**config.mk**
```make
export PLATFORM = sky130hd
export DESIGN_NAME = genius_game_fsm_flat
export DESIGN_NICKNAME = d
export VERILOG_FILES = /design/src/rtl/genius_game_fsm_pkg.sv /design/src/rtl/genius_game_fsm_if.sv /design/src/rtl/genius_game_fsm_lfsr_seq.sv /design/src/rtl/genius_game_fsm.sv /design/src/flat_wrapper.sv
export SDC_FILE = /design/constraint.sdc
export NUM_CORES = 1
export LEC_CHECK = 0
export ABC_AREA = 1
export ABC_CLOCK_PERIOD_IN_PS = 5500
export CORE_AREA = 2 2 148 150
export DETAILED_ROUTE_END_ITERATION = 8
export DIE_AREA = 0 0 150 152
export DONT_BUFFER_PORTS = 1
export MAX_ROUTING_LAYER = met4
export PLACE_DENSITY = 0.54
export SLEW_MARGIN = 10
export SYNTH_ARGS = -nofsm -noshare
export SYNTH_HDL_FRONTEND = slang
export SYNTH_SLANG_ARGS = --single-unit
```
**constraint.sdc**
```tcl
create_clock -name clock -period 5.5 [get_ports clock]
set_input_delay 0.55 -clock clock [delete_from_list [all_inputs] [get_ports clock]]
set_output_delay 0.55 -clock clock [all_outputs]
set_load 0.05 [all_outputs]
```
**src/rtl/genius_game_fsm_pkg.sv**
```systemverilog
`default_nettype none
// ============================================================================
// Module   : genius_pkg
// Brief    : Shared types, constants and helpers for the Genius/Simon core.
// Revision : 1.0 - initial release
// ============================================================================
package genius_pkg;

    localparam logic [15:0] LFSR_TAPS = 16'hB400;

    typedef enum logic [2:0] {
        S_IDLE         = 3'd0,
        S_SHOW_ON      = 3'd1,
        S_SHOW_GAP     = 3'd2,
        S_WAIT_PRESS   = 3'd3,
        S_WAIT_RELEASE = 3'd4,
        S_NEXT_LEVEL   = 3'd5,
        S_WIN          = 3'd6,
        S_LOSE         = 3'd7
    } state_e;

    // Width of a symbol index for a given button count (2..4 buttons).
    function automatic int sym_w_of(input int n_btn);
        return (n_btn <= 2) ? 1 : 2;
    endfunction

    // Width of a tick counter that must reach n-1 (at least one bit).
    function automatic int cnt_w_of(input int n);
        return (n > 1) ? $clog2(n) : 1;
    endfunction

    // One step of the right-shifting Galois LFSR.
    function automatic logic [15:0] lfsr_next(input logic [15:0] x);
        return (x >> 1) ^ (x[0] ? LFSR_TAPS : 16'h0000);
    endfunction

    // Maps the low LFSR bits onto 0..n_btn-1 with a single conditional subtract.
    function automatic logic [1:0] sym_of(input logic [15:0] lfsr, input int n_btn);
        logic [1:0] raw;
        raw = (n_btn <= 2) ? {1'b0, lfsr[0]} : lfsr[1:0];
        if (int'(raw) >= n_btn) begin
            raw = raw - 2'(n_btn);
        end
        return raw;
    endfunction

endpackage
`default_nettype wire

```
**src/rtl/genius_game_fsm_if.sv**
```systemverilog
`default_nettype none
// ============================================================================
// Module   : genius_game_fsm_if
// Brief    : Player-facing signal bundle of the game core.
//            master = player/board side, slave = game core.
// Revision : 1.0 - initial release
// ============================================================================
interface genius_game_fsm_if #(
    parameter int N_BTN = 3,
    parameter int LED_W = 10
);
    import genius_pkg::*;

    localparam int SYM_W = sym_w_of(N_BTN);

    logic              start;
    logic [N_BTN-1:0]  btn;
    logic              show_valid;
    logic [SYM_W-1:0]  show_symbol;
    logic [7:0]        level;
    logic [LED_W-1:0]  leds;
    logic              win;
    logic              lose;

    modport master (
        output start, btn,
        input  show_valid, show_symbol, level, leds, win, lose
    );

    modport slave (
        input  start, btn,
        output show_valid, show_symbol, level, leds, win, lose
    );

endinterface
`default_nettype wire

```
**src/rtl/genius_game_fsm_lfsr_seq.sv**
```systemverilog
`default_nettype none
// ============================================================================
// Module   : genius_lfsr_seq
// Brief    : Pseudo-random symbol sequence source. Reloadable so that the
//            show and input phases replay the same sequence.
// Revision : 1.0 - initial release
// ============================================================================
module genius_lfsr_seq
    import genius_pkg::*;
#(
    parameter int          N_BTN = 3,
    parameter logic [15:0] SEED  = 16'hACE1,
    parameter int          SYM_W = sym_w_of(N_BTN)
) (
    input  wire logic             clock,
    input  wire logic             reset,
    input  wire logic             load_i,
    input  wire logic [15:0]      seed_i,
    input  wire logic             advance_i,
    output logic      [SYM_W-1:0] symbol_o
);

    logic [15:0] lfsr_q;
    logic [1:0]  w_sym;

    // Load takes priority over advance; the two never coincide in the FSM.
    always_ff @(posedge clock or negedge reset) begin
        if (!reset) begin
            lfsr_q <= SEED;
        end else if (load_i) begin
            lfsr_q <= seed_i;
        end else if (advance_i) begin
            lfsr_q <= lfsr_next(lfsr_q);
        end
    end

    assign w_sym    = sym_of(lfsr_q, N_BTN);
    assign symbol_o = w_sym[SYM_W-1:0];

endmodule
`default_nettype wire

```
**src/rtl/genius_game_fsm.sv**
```systemverilog
`default_nettype none
// ============================================================================
// Module   : genius_game_fsm
// Brief    : Parametrised Simon/Genius game core: shows a growing random
//            sequence, then checks the player's presses against it.
// Revision : 1.0 - initial release
// ============================================================================
module genius_game_fsm
    import genius_pkg::*;
#(
    parameter int          N_BTN         = 3,
    parameter int          MAX_LEVEL     = 16,
    parameter int          SHOW_TICKS    = 50_000_000,
    parameter int          GAP_TICKS     = 12_500_000,
    parameter int          TIMEOUT_TICKS = 250_000_000,
    parameter logic [15:0] SEED          = 16'hACE1,
    parameter int          LED_W         = 10
) (
    input  wire logic   clock,
    input  wire logic   reset,
    genius_game_fsm_if.slave bus
);

    localparam int SYM_W = sym_w_of(N_BTN);
    localparam int SHW_W = cnt_w_of(SHOW_TICKS);
    localparam int GAP_W = cnt_w_of(GAP_TICKS);
    localparam int TO_W  = cnt_w_of(TIMEOUT_TICKS);
    localparam int TW_A  = (SHW_W > GAP_W) ? SHW_W : GAP_W;
    localparam int TW    = (TW_A > TO_W) ? TW_A : TO_W;

    state_e            state_q, state_d;
    logic [TW-1:0]     tick_q, tick_d;
    logic [7:0]        level_q, level_d;
    logic [7:0]        idx_q, idx_d;
    logic [LED_W-1:0]  leds_q, leds_d;
    logic [15:0]       seed_q, seed_d;
    logic              win_q, win_d;
    logic              lose_q, lose_d;
    logic [15:0]       free_cnt_q;
    logic              start_q;
    logic [N_BTN-1:0]  btn_prev_q;

    logic              w_load;
    logic [15:0]       w_load_seed;
    logic              w_adv;
    logic [SYM_W-1:0]  w_sym;
    logic              w_start_edge;
    logic              w_press;
    logic              w_correct;
    logic [15:0]       w_new_seed;
    logic [LED_W-1:0]  w_rotl;

    genius_lfsr_seq #(
        .N_BTN (N_BTN),
        .SEED  (SEED),
        .SYM_W (SYM_W)
    ) u_seq (
        .clock     (clock),
        .reset     (reset),
        .load_i    (w_load),
        .seed_i    (w_load_seed),
        .advance_i (w_adv),
        .symbol_o  (w_sym)
    );

    assign w_start_edge = bus.start & ~start_q;
    assign w_press      = (bus.btn != '0) && (btn_prev_q == '0);
    // Exact equality rejects both wrong buttons and multi-button presses.
    assign w_correct    = (bus.btn == (N_BTN'(1) << w_sym));
    assign w_new_seed   = (free_cnt_q == 16'd0) ? SEED : free_cnt_q;
    assign w_rotl       = {leds_q[LED_W-2:0], leds_q[LED_W-1]};

    // Free-running seed source plus edge-detect history for start and buttons.
    always_ff @(posedge clock or negedge reset) begin
        if (!reset) begin
            free_cnt_q <= 16'd0;
            start_q    <= 1'b0;
            btn_prev_q <= '0;
        end else begin
            free_cnt_q <= free_cnt_q + 16'd1;
            start_q    <= bus.start;
            btn_prev_q <= bus.btn;
        end
    end

    // State register and all game datapath registers.
    always_ff @(posedge clock or negedge reset) begin
        if (!reset) begin
            state_q <= S_IDLE;
            tick_q  <= '0;
            level_q <= 8'd0;
            idx_q   <= 8'd0;
            leds_q  <= '1;
            seed_q  <= SEED;
            win_q   <= 1'b0;
            lose_q  <= 1'b0;
        end else begin
            state_q <= state_d;
            tick_q  <= tick_d;
            level_q <= level_d;
            idx_q   <= idx_d;
            leds_q  <= leds_d;
            seed_q  <= seed_d;
            win_q   <= win_d;
            lose_q  <= lose_d;
        end
    end

    // Next-state, timer, progress and sequence-control logic.
    always_comb begin
        state_d     = state_q;
        tick_d      = tick_q + 1'b1;
        level_d     = level_q;
        idx_d       = idx_q;
        leds_d      = leds_q;
        seed_d      = seed_q;
        win_d       = 1'b0;
        lose_d      = 1'b0;
        w_load      = 1'b0;
        w_load_seed = seed_q;
        w_adv       = 1'b0;

        case (state_q)
            S_IDLE, S_WIN, S_LOSE: begin
                tick_d = '0;
                if (w_start_edge) begin
                    seed_d      = w_new_seed;
                    w_load      = 1'b1;
                    w_load_seed = w_new_seed;
                    level_d     = 8'd1;
                    idx_d       = 8'd0;
                    leds_d      = LED_W'(1);
                    state_d     = S_SHOW_ON;
                end
            end
            S_SHOW_ON: begin
                if (tick_q == TW'(SHOW_TICKS - 1)) begin
                    tick_d  = '0;
                    w_adv   = 1'b1;
                    idx_d   = idx_q + 8'd1;
                    leds_d  = w_rotl;
                    state_d = S_SHOW_GAP;
                end
            end
            S_SHOW_GAP: begin
                if (tick_q == TW'(GAP_TICKS - 1)) begin
                    tick_d = '0;
                    if (idx_q == level_q) begin
                        // Input phase replays the sequence from the game seed.
                        idx_d   = 8'd0;
                        w_load  = 1'b1;
                        leds_d  = LED_W'(1);
                        state_d = S_WAIT_PRESS;
                    end else begin
                        state_d = S_SHOW_ON;
                    end
                end
            end
            S_WAIT_PRESS: begin
                if (w_press) begin
                    tick_d = '0;
                    if (w_correct) begin
                        w_adv   = 1'b1;
                        idx_d   = idx_q + 8'd1;
                        leds_d  = w_rotl;
                        state_d = S_WAIT_RELEASE;
                    end else begin
                        lose_d  = 1'b1;
                        leds_d  = '0;
                        state_d = S_LOSE;
                    end
                end else if (tick_q == TW'(TIMEOUT_TICKS - 1)) begin
                    lose_d  = 1'b1;
                    leds_d  = '0;
                    state_d = S_LOSE;
                end
            end
            S_WAIT_RELEASE: begin
                tick_d = '0;
                if (bus.btn == '0) begin
                    state_d = (idx_q == level_q) ? S_NEXT_LEVEL : S_WAIT_PRESS;
                end
            end
            S_NEXT_LEVEL: begin
                tick_d = '0;
                if (level_q == 8'(MAX_LEVEL)) begin
                    win_d   = 1'b1;
                    leds_d  = '1;
                    state_d = S_WIN;
                end else begin
                    level_d = level_q + 8'd1;
                    idx_d   = 8'd0;
                    w_load  = 1'b1;
                    leds_d  = LED_W'(1);
                    state_d = S_SHOW_ON;
                end
            end
            default: begin
                state_d = S_IDLE;
            end
        endcase
    end

    assign bus.show_valid  = (state_q == S_SHOW_ON);
    assign bus.show_symbol = (state_q == S_SHOW_ON) ? w_sym : '0;
    assign bus.level       = level_q;
    assign bus.leds        = leds_q;
    assign bus.win         = win_q;
    assign bus.lose        = lose_q;

endmodule
`default_nettype wire

```
**src/flat_wrapper.sv**
```systemverilog
// flat-port wrapper written by rule: the top's interface ports become plain ports
module genius_game_fsm_flat import genius_pkg::*;
#(
    parameter int          N_BTN         = 3,
    parameter int          MAX_LEVEL     = 16,
    parameter int          SHOW_TICKS    = 50_000_000,
    parameter int          GAP_TICKS     = 12_500_000,
    parameter int          TIMEOUT_TICKS = 250_000_000,
    parameter logic [15:0] SEED          = 16'hACE1,
    parameter int          LED_W         = 10
)
  (clock, reset, bus_start, bus_btn, bus_show_valid, bus_show_symbol, bus_level, bus_leds, bus_win, bus_lose);
  genius_game_fsm_if #(.N_BTN(N_BTN), .LED_W(LED_W)) bus_i ();
  input  wire logic clock;
  input  wire logic reset;
  input wire logic [$bits(bus_i.start)-1:0] bus_start;
  input wire logic [$bits(bus_i.btn)-1:0] bus_btn;
  output wire logic [$bits(bus_i.show_valid)-1:0] bus_show_valid;
  output wire logic [$bits(bus_i.show_symbol)-1:0] bus_show_symbol;
  output wire logic [$bits(bus_i.level)-1:0] bus_level;
  output wire logic [$bits(bus_i.leds)-1:0] bus_leds;
  output wire logic [$bits(bus_i.win)-1:0] bus_win;
  output wire logic [$bits(bus_i.lose)-1:0] bus_lose;
  assign bus_i.start = bus_start;
  assign bus_i.btn = bus_btn;
  assign bus_show_valid = bus_i.show_valid;
  assign bus_show_symbol = bus_i.show_symbol;
  assign bus_level = bus_i.level;
  assign bus_leds = bus_i.leds;
  assign bus_win = bus_i.win;
  assign bus_lose = bus_i.lose;
  genius_game_fsm #(.N_BTN(N_BTN), .MAX_LEVEL(MAX_LEVEL), .SHOW_TICKS(SHOW_TICKS), .GAP_TICKS(GAP_TICKS), .TIMEOUT_TICKS(TIMEOUT_TICKS), .SEED(SEED), .LED_W(LED_W)) u_core (.clock(clock), .reset(reset), .bus(bus_i));
endmodule
```
## Yosys cells after proc, flatten, opt, wreduce, memory -nomap -nowiden

Index checks and enable logic that the tools add are counted.

| word-level totals | value |
|---|---|
| bits in registers | 111 |
| output and inout port bits | 23 |

| operators by class | value |
|---|---|
| add/subtract/negate cells | 5 |
| $lt $le $gt $ge | 1 |
| eq/ne operators | 22 |
| shifts and indexed selects | 1 |
| multiplexer cells | 58 |
| bitwise gates (word level) | 3 |
| reduce and logical (&&, ||, !) cells | 15 |

Operators with widths:

| cell | number |
|---|---|
| $pmux 28 s4 | 1 |
| $mux 16 | 6 |
| $mux 28 | 3 |
| $mux 10 | 8 |
| $mux 8 | 9 |
| $pmux 10 s5 | 1 |
| $pmux 8 s5 | 1 |
| $add 28x1->28 const B | 1 |
| $eq 28x24->1 const B | 1 |
| $eq 28x26->1 const B | 1 |
| $eq 28x28->1 const B | 1 |
| $mux 3 | 8 |
| $pmux 3 s6 | 1 |
| $add 16x1->16 const B | 1 |
| $add 8x1->8 const B | 2 |
| $logic_not 16->1 | 1 |
| $pmux 8 s2 | 1 |
| $xor 15x16->16 | 1 |
| $ne 2x1->1 const B | 7 |
| $mux 1 | 13 |
| $eq 3x3->1 const B | 4 |
| $logic_not 3->1 | 3 |
| $eq 8x5->1 const B | 1 |
| $eq 8x8->1 | 1 |
| other kinds (23) | 28 |

## Longest topological paths before layout

| depth | value |
|---|---|
| depth in word-level cells | 9 |
| gate-level depth with buffers | 16 |
| depth with buffers taken out | 14 |

## Hierarchy

From an unflattened synthesis, not the netlist that was laid out.

| unflattened totals | value |
|---|---|
| cells, all modules | 796 |
| area, all modules | 6,099.6 µm² |

By module, submodules not included:

| module | instances | cells each | area an instance (µm²) | sequential area each (µm²) |
|---|---|---|---|---|
| genius_game_fsm | 1 | 693 | 5,310.1 | 2,399.8 |
| genius_lfsr_seq | 1 | 103 | 789.5 | 410.4 |

## Least setup slack after synthesis

OpenSTA, ideal clock, no wires.

| timing path | value |
|---|---|
| path kind | flip-flop to output port |
| start | register u_core.state_q[1] |
| end | output port bus_show_symbol[0] |
| arrival time | 2.226 ns |
| data required time | 4.950 ns |
| slack | 2.724 ns |
| stages on the path, launching flop included | 6 |
| path buffers | 0 |
| cell sequence | dfrtp_1 -> inv_1 -> nand2_1 -> nor2_1 -> inv_1 -> nor2_1 |

| between the ends | value |
|---|---|
| longest elaborated chain between the ends | 2 |

RTL lines:

| item | line | text |
|---|---|---|
| start, declared | genius_game_fsm.sv:31 | `state_e state_q, state_d;` |
| start signal, assigned | genius_game_fsm.sv:98 | `state_q <= state_d;` |
| $eq 3x1->1 | -- |  |
| named net bus_show_valid | flat_wrapper.sv:18 | `output wire logic [$bits(bus_i.show_valid)-1:0] bus_show_valid;` |
| $mux 2 | genius_game_fsm.sv:205 | `assign bus.show_symbol = (state_q == S_SHOW_ON) ? w_sym : '0;` |
| end, declared | flat_wrapper.sv:19 | `output wire logic [$bits(bus_i.show_symbol)-1:0] bus_show_symbol;` |

The timed path passes the listed nets, and every way through them passes these cells.

## Final worst setup path

| timing path | value |
|---|---|
| start | register u_core.level_q[0] (netlist: u_core.bus.level[0]) |
| end | register u_core.u_seq.lfsr_q[1] |

| between the ends | value |
|---|---|
| longest elaborated chain between the ends | 5 |
| elaborated cells on any way between the ends | 8 |

RTL lines:

| item | line | text |
|---|---|---|
| start, declared | genius_game_fsm.sv:33 | `logic [7:0] level_q, level_d;` |
| start signal, assigned | genius_game_fsm.sv:100 | `level_q <= level_d;` |
| $eq 8x8->1 | genius_game_fsm.sv:148 | `if (idx_q == level_q) begin` |
| $mux 1 | genius_game_fsm.sv:148 |  |
| $mux 1 | genius_game_fsm.sv:146 | `if (tick_q == TW'(GAP_TICKS - 1)) begin` |
| $pmux 1 s3 * | genius_game_fsm.sv:123 | `case (state_q)` |
| $mux 16 or $reduce_bool 2->1 (tied branches) | -- |  |
| end signal, assigned | genius_game_fsm_lfsr_seq.sv:31 | `lfsr_q <= seed_i;` |
| end signal, assigned | genius_game_fsm_lfsr_seq.sv:33 | `lfsr_q <= lfsr_next(lfsr_q);` |
| end, declared | genius_game_fsm_lfsr_seq.sv:23 | `logic [15:0] lfsr_q;` |

Mark *: on every way between the ends. The rest lies on a longest branch, timed or not.
A chain may end at the register's enable or synchronous reset.

==> run metrics <==
Remaining DRCs=0; Max-slew headroom=28.3%; Register Area=0.00281 sq mm; R2R cell count=12; DP HPWL=10300 um; maximum buffer depth of the clock tree=2; wire per inst=12.9 um; syn_area_per_cell=7.26 sq um; final setup fails=0; Vias=5126; first-pass GRT wire length=25000 um; grt total ovfl=0; root buffer selected by CTS=clkbuf_16; Slowest-stage cell, CP=dfrtp_1; core area=0.0214 sq mm; Period minus WS final=3.05 ns; Hold/Removal Path Class=in -> async; final instance area=0.00685 sq mm; CTS tree=yes; Skew-Pair Late Insertion Delay=0.36 ns; Crit Path Class=reg -> reg; post-synthesis sequential area ratio=44.9%; count of state elements after synthesis=111; IO Port Bufs=0; Syn Nets=875; GRT Total Usage=14.0%; Pwr Density=432 mW/mm^2; post-synthesis cell area=0.00625 sq mm; leak pwr=3.30 nW; most used cell, CP=nand2_1; DR vias/cell=4.49; die area=0.0228 sq mm; f_max=328 MHz; Net Sw Frac=42.0%; Final Hold Viols=0; clock share of power=24.2%; Clock Pin Slew Worst Setup and Hold Paths=0.08 ns; routability cong.=0.837; worst slew pin tran=1.07 ns; Placed Area=0.00650 sq mm; Initial Utilization=29.3%; Critical Path AT=3.30 ns; # fillers=2371; period utilization=55.4%; row count=54; reg2reg end=u_core.u_seq.lfsr_q[1]; number of DRC markers in iteration 0=235; Post-DRT Antenna Nets=0; die height=152 um; Max FO, Critical Path=29; crit end category=flip-flop; share of layout cells above drive strength 1=8.36%; switching pwr=0.00124 W; Nets=871; H-tree Lvls=3; max cap viols=0; CP Cell Sequence=inv_1 > ha_1 > nor3b_1 > nand3_1 > nand2_1 > nor2_1 > nand3_1 > nor2_2 > buf_4 > inv_1 > nand2_1 > nand2_1; IO Count=29; status=completed; Die X=150 um; pin count of the biggest net entering global routing=86; Buf+Inv Stages, Crit Path=3; design internal power=0.00172 W; post_cts resized=0; VDD IR-drop max=0.172 mV; first drt pass iteration count=4; Post-Synthesis Cells=861; area delta synth->final=9.52%; Ant. Diodes=0; worst setup path start=u_core.bus.level[0]; Syn. warnings=0; area of the multi-input gates=0.00294 sq mm; vias in the first global route=4956; Reg2Reg Setup Slack=2.45 ns; Total Neg Setup Slack=0 ns; Num Clock Sinks=111; Seq pwr share=39.7%; CP top delay family=simple AND/OR/NAND/NOR gates; initial antenna violation count=0; crit start category=flip-flop; Comb power frac=36.2%; final wirelength=14700 um; CTS Buf Count=9; Distinct cells, synth=36; Worst Path Required=5.75 ns; RR Startpoint=u_core.bus.level[0]; CP peak stage delay=0.72 ns; Worst Skew=0.0137 ns; Final Max Slew Viols=0; unrepaired setup endpoints after global routing=no
-- cell type report --
class / count / share of cell area (%)
Multi-Input combinational cell: 629 / 42.9
Sequential cell: 111 / 41.0
Inverter: 103 / 5.64
Tap cell: 280 / 5.12
Clock buffer: 10 / 3.34
Clock inverter: 5 / 1.30
Timing Repair Buffer: 3 / 0.621
-- per-layer routing --
layer	vias to the layer above	part of all wire, %	global-route usage (%)
met2	61	46	21.7
met4	0	1.2	3.50
met1	2393	49	18.8
met3	11	3.8	2.85
met5	-	0	-
li1	2661	-	-
-- flip-flops by register name, summed over array words and instances, names as in the netlist --
| signal | flops |
|---|---|
| u_core.tick_q | 28 |
| u_core.free_cnt_q | 16 |
| u_core.seed_q | 16 |
| u_core.u_seq.lfsr_q | 16 |
| u_core.bus.leds | 10 |
| u_core.bus.level | 8 |
| u_core.idx_q | 8 |
| u_core.btn_prev_q | 3 |
| u_core.state_q | 3 |
| u_core.bus.lose | 1 |
| u_core.bus.win | 1 |
| u_core.start_q | 1 |
-- stage by stage --
step           utilization (%)  std cells  hold WS (ns)  power, W  worst slack [ns]
4_1_cts                   32.1       1141        0.0217   0.00301              2.44
2_1_floorplan                -        861         0.254   0.00208              2.72
6_report                  32.1       1141        0.0426   0.00296              2.45
3_3_place_gp              30.5       1125         0.266   0.00226              2.50
5_1_grt                   32.1       1141        0.0207   0.00321              2.24
3_5_place_dp              30.5       1125         0.265   0.00227              2.48
-- synth_stat cells, drive strengths merged --
| cell | instances | area share, % |
|---|---|---|
| or3 | 1 | 0.10 |
| and2 | 2 | 0.20 |
| nand3b | 3 | 0.36 |
| o211ai | 1 | 0.12 |
| inv | 103 | 6.2 |
| o21ai | 14 | 1.1 |
| xor2 | 32 | 4.5 |
| nor4 | 5 | 0.50 |
| a21oi | 10 | 0.80 |
| nand3 | 77 | 6.4 |
| nor2 | 110 | 7.0 |
| ha | 8 | 1.6 |
| nand4 | 12 | 1.2 |
| o22ai | 3 | 0.30 |
| o21bai | 2 | 0.24 |
| dfrtp | 85 | 34 |
| xnor2 | 3 | 0.42 |
| clkbuf | 3 | 0.18 |
| buf | 15 | 1.7 |
| nor3b | 3 | 0.36 |
| nor3 | 20 | 1.7 |
| dfstp | 26 | 11 |
| nand2 | 312 | 19 |
| a31oi | 1 | 0.10 |
| or2 | 10 | 1.0 |
-- timing repair --
action                                 4_1_cts  5_1_grt
endpoints found under the hold margin       85        0
buffers inserted                             0        0
hold buffers                                 1        0
setup endpoints to repair                    0        0
-- kinds of logic (layout without fill, tap and decap cells) --
| family | after synthesis | after routing | share of synthesized area (%) |
|---|---|---|---|
| compound gates | 31 | 31 | 2.68 |
| xor+xnor | 35 | 35 | 4.90 |
| fa+ha+maj | 8 | 8 | 1.60 |
| buf+inv | 121 | 121 | 8.02 |
| flops | 111 | 111 | 44.9 |
| simple gates | 555 | 555 | 37.9 |
-- how the worst max path moves through the flow --
stage / end / slack [ns] / depth (start not counted)
floorplan: bus_show_symbol[0] / 2.72 / 5
global placement: u_core.u_seq.lfsr_q[12] / 2.50 / 12
detailed placement: u_core.idx_q[0] / 2.48 / 12
CTS: u_core.u_seq.lfsr_q[1] / 2.44 / 12
global route: u_core.idx_q[4] / 2.24 / 12
finish: u_core.u_seq.lfsr_q[1] / 2.45 / 12
-- power by group through the flow --
| stage | Combinational [W] | Sequential (W) | Clock (W) |
|---|---|---|---|
| after floorplan | 0.000919 | 0.00116 | 0 |
| after global placement | 0.00107 | 0.00119 | 0 |
| after detailed placement | 0.00108 | 0.00119 | 0 |
| after CTS | 0.00110 | 0.00118 | 0.000740 |
| after global routing | 0.00124 | 0.00120 | 0.000771 |
| final | 0.00107 | 0.00117 | 0.000715 |
-- placed cells by master (no fill, tap or decap), drive strengths merged --
master / count
nor3: 20
a31oi: 1
nand3b: 3
nor2: 110
o21bai: 2
nor3b: 3
clkbuf: 10
dfstp: 26
ha: 8
a21oi: 10
dfrtp: 85
or2: 10
nand3: 77
xnor2: 3
nand2: 312
xor2: 32
and2: 2
o21ai: 14
buf: 3
nand4: 12
or3: 1
o211ai: 1
bufinv: 2
nor4: 5
o22ai: 3
inv: 106
(Power assumes the default switching activity.)
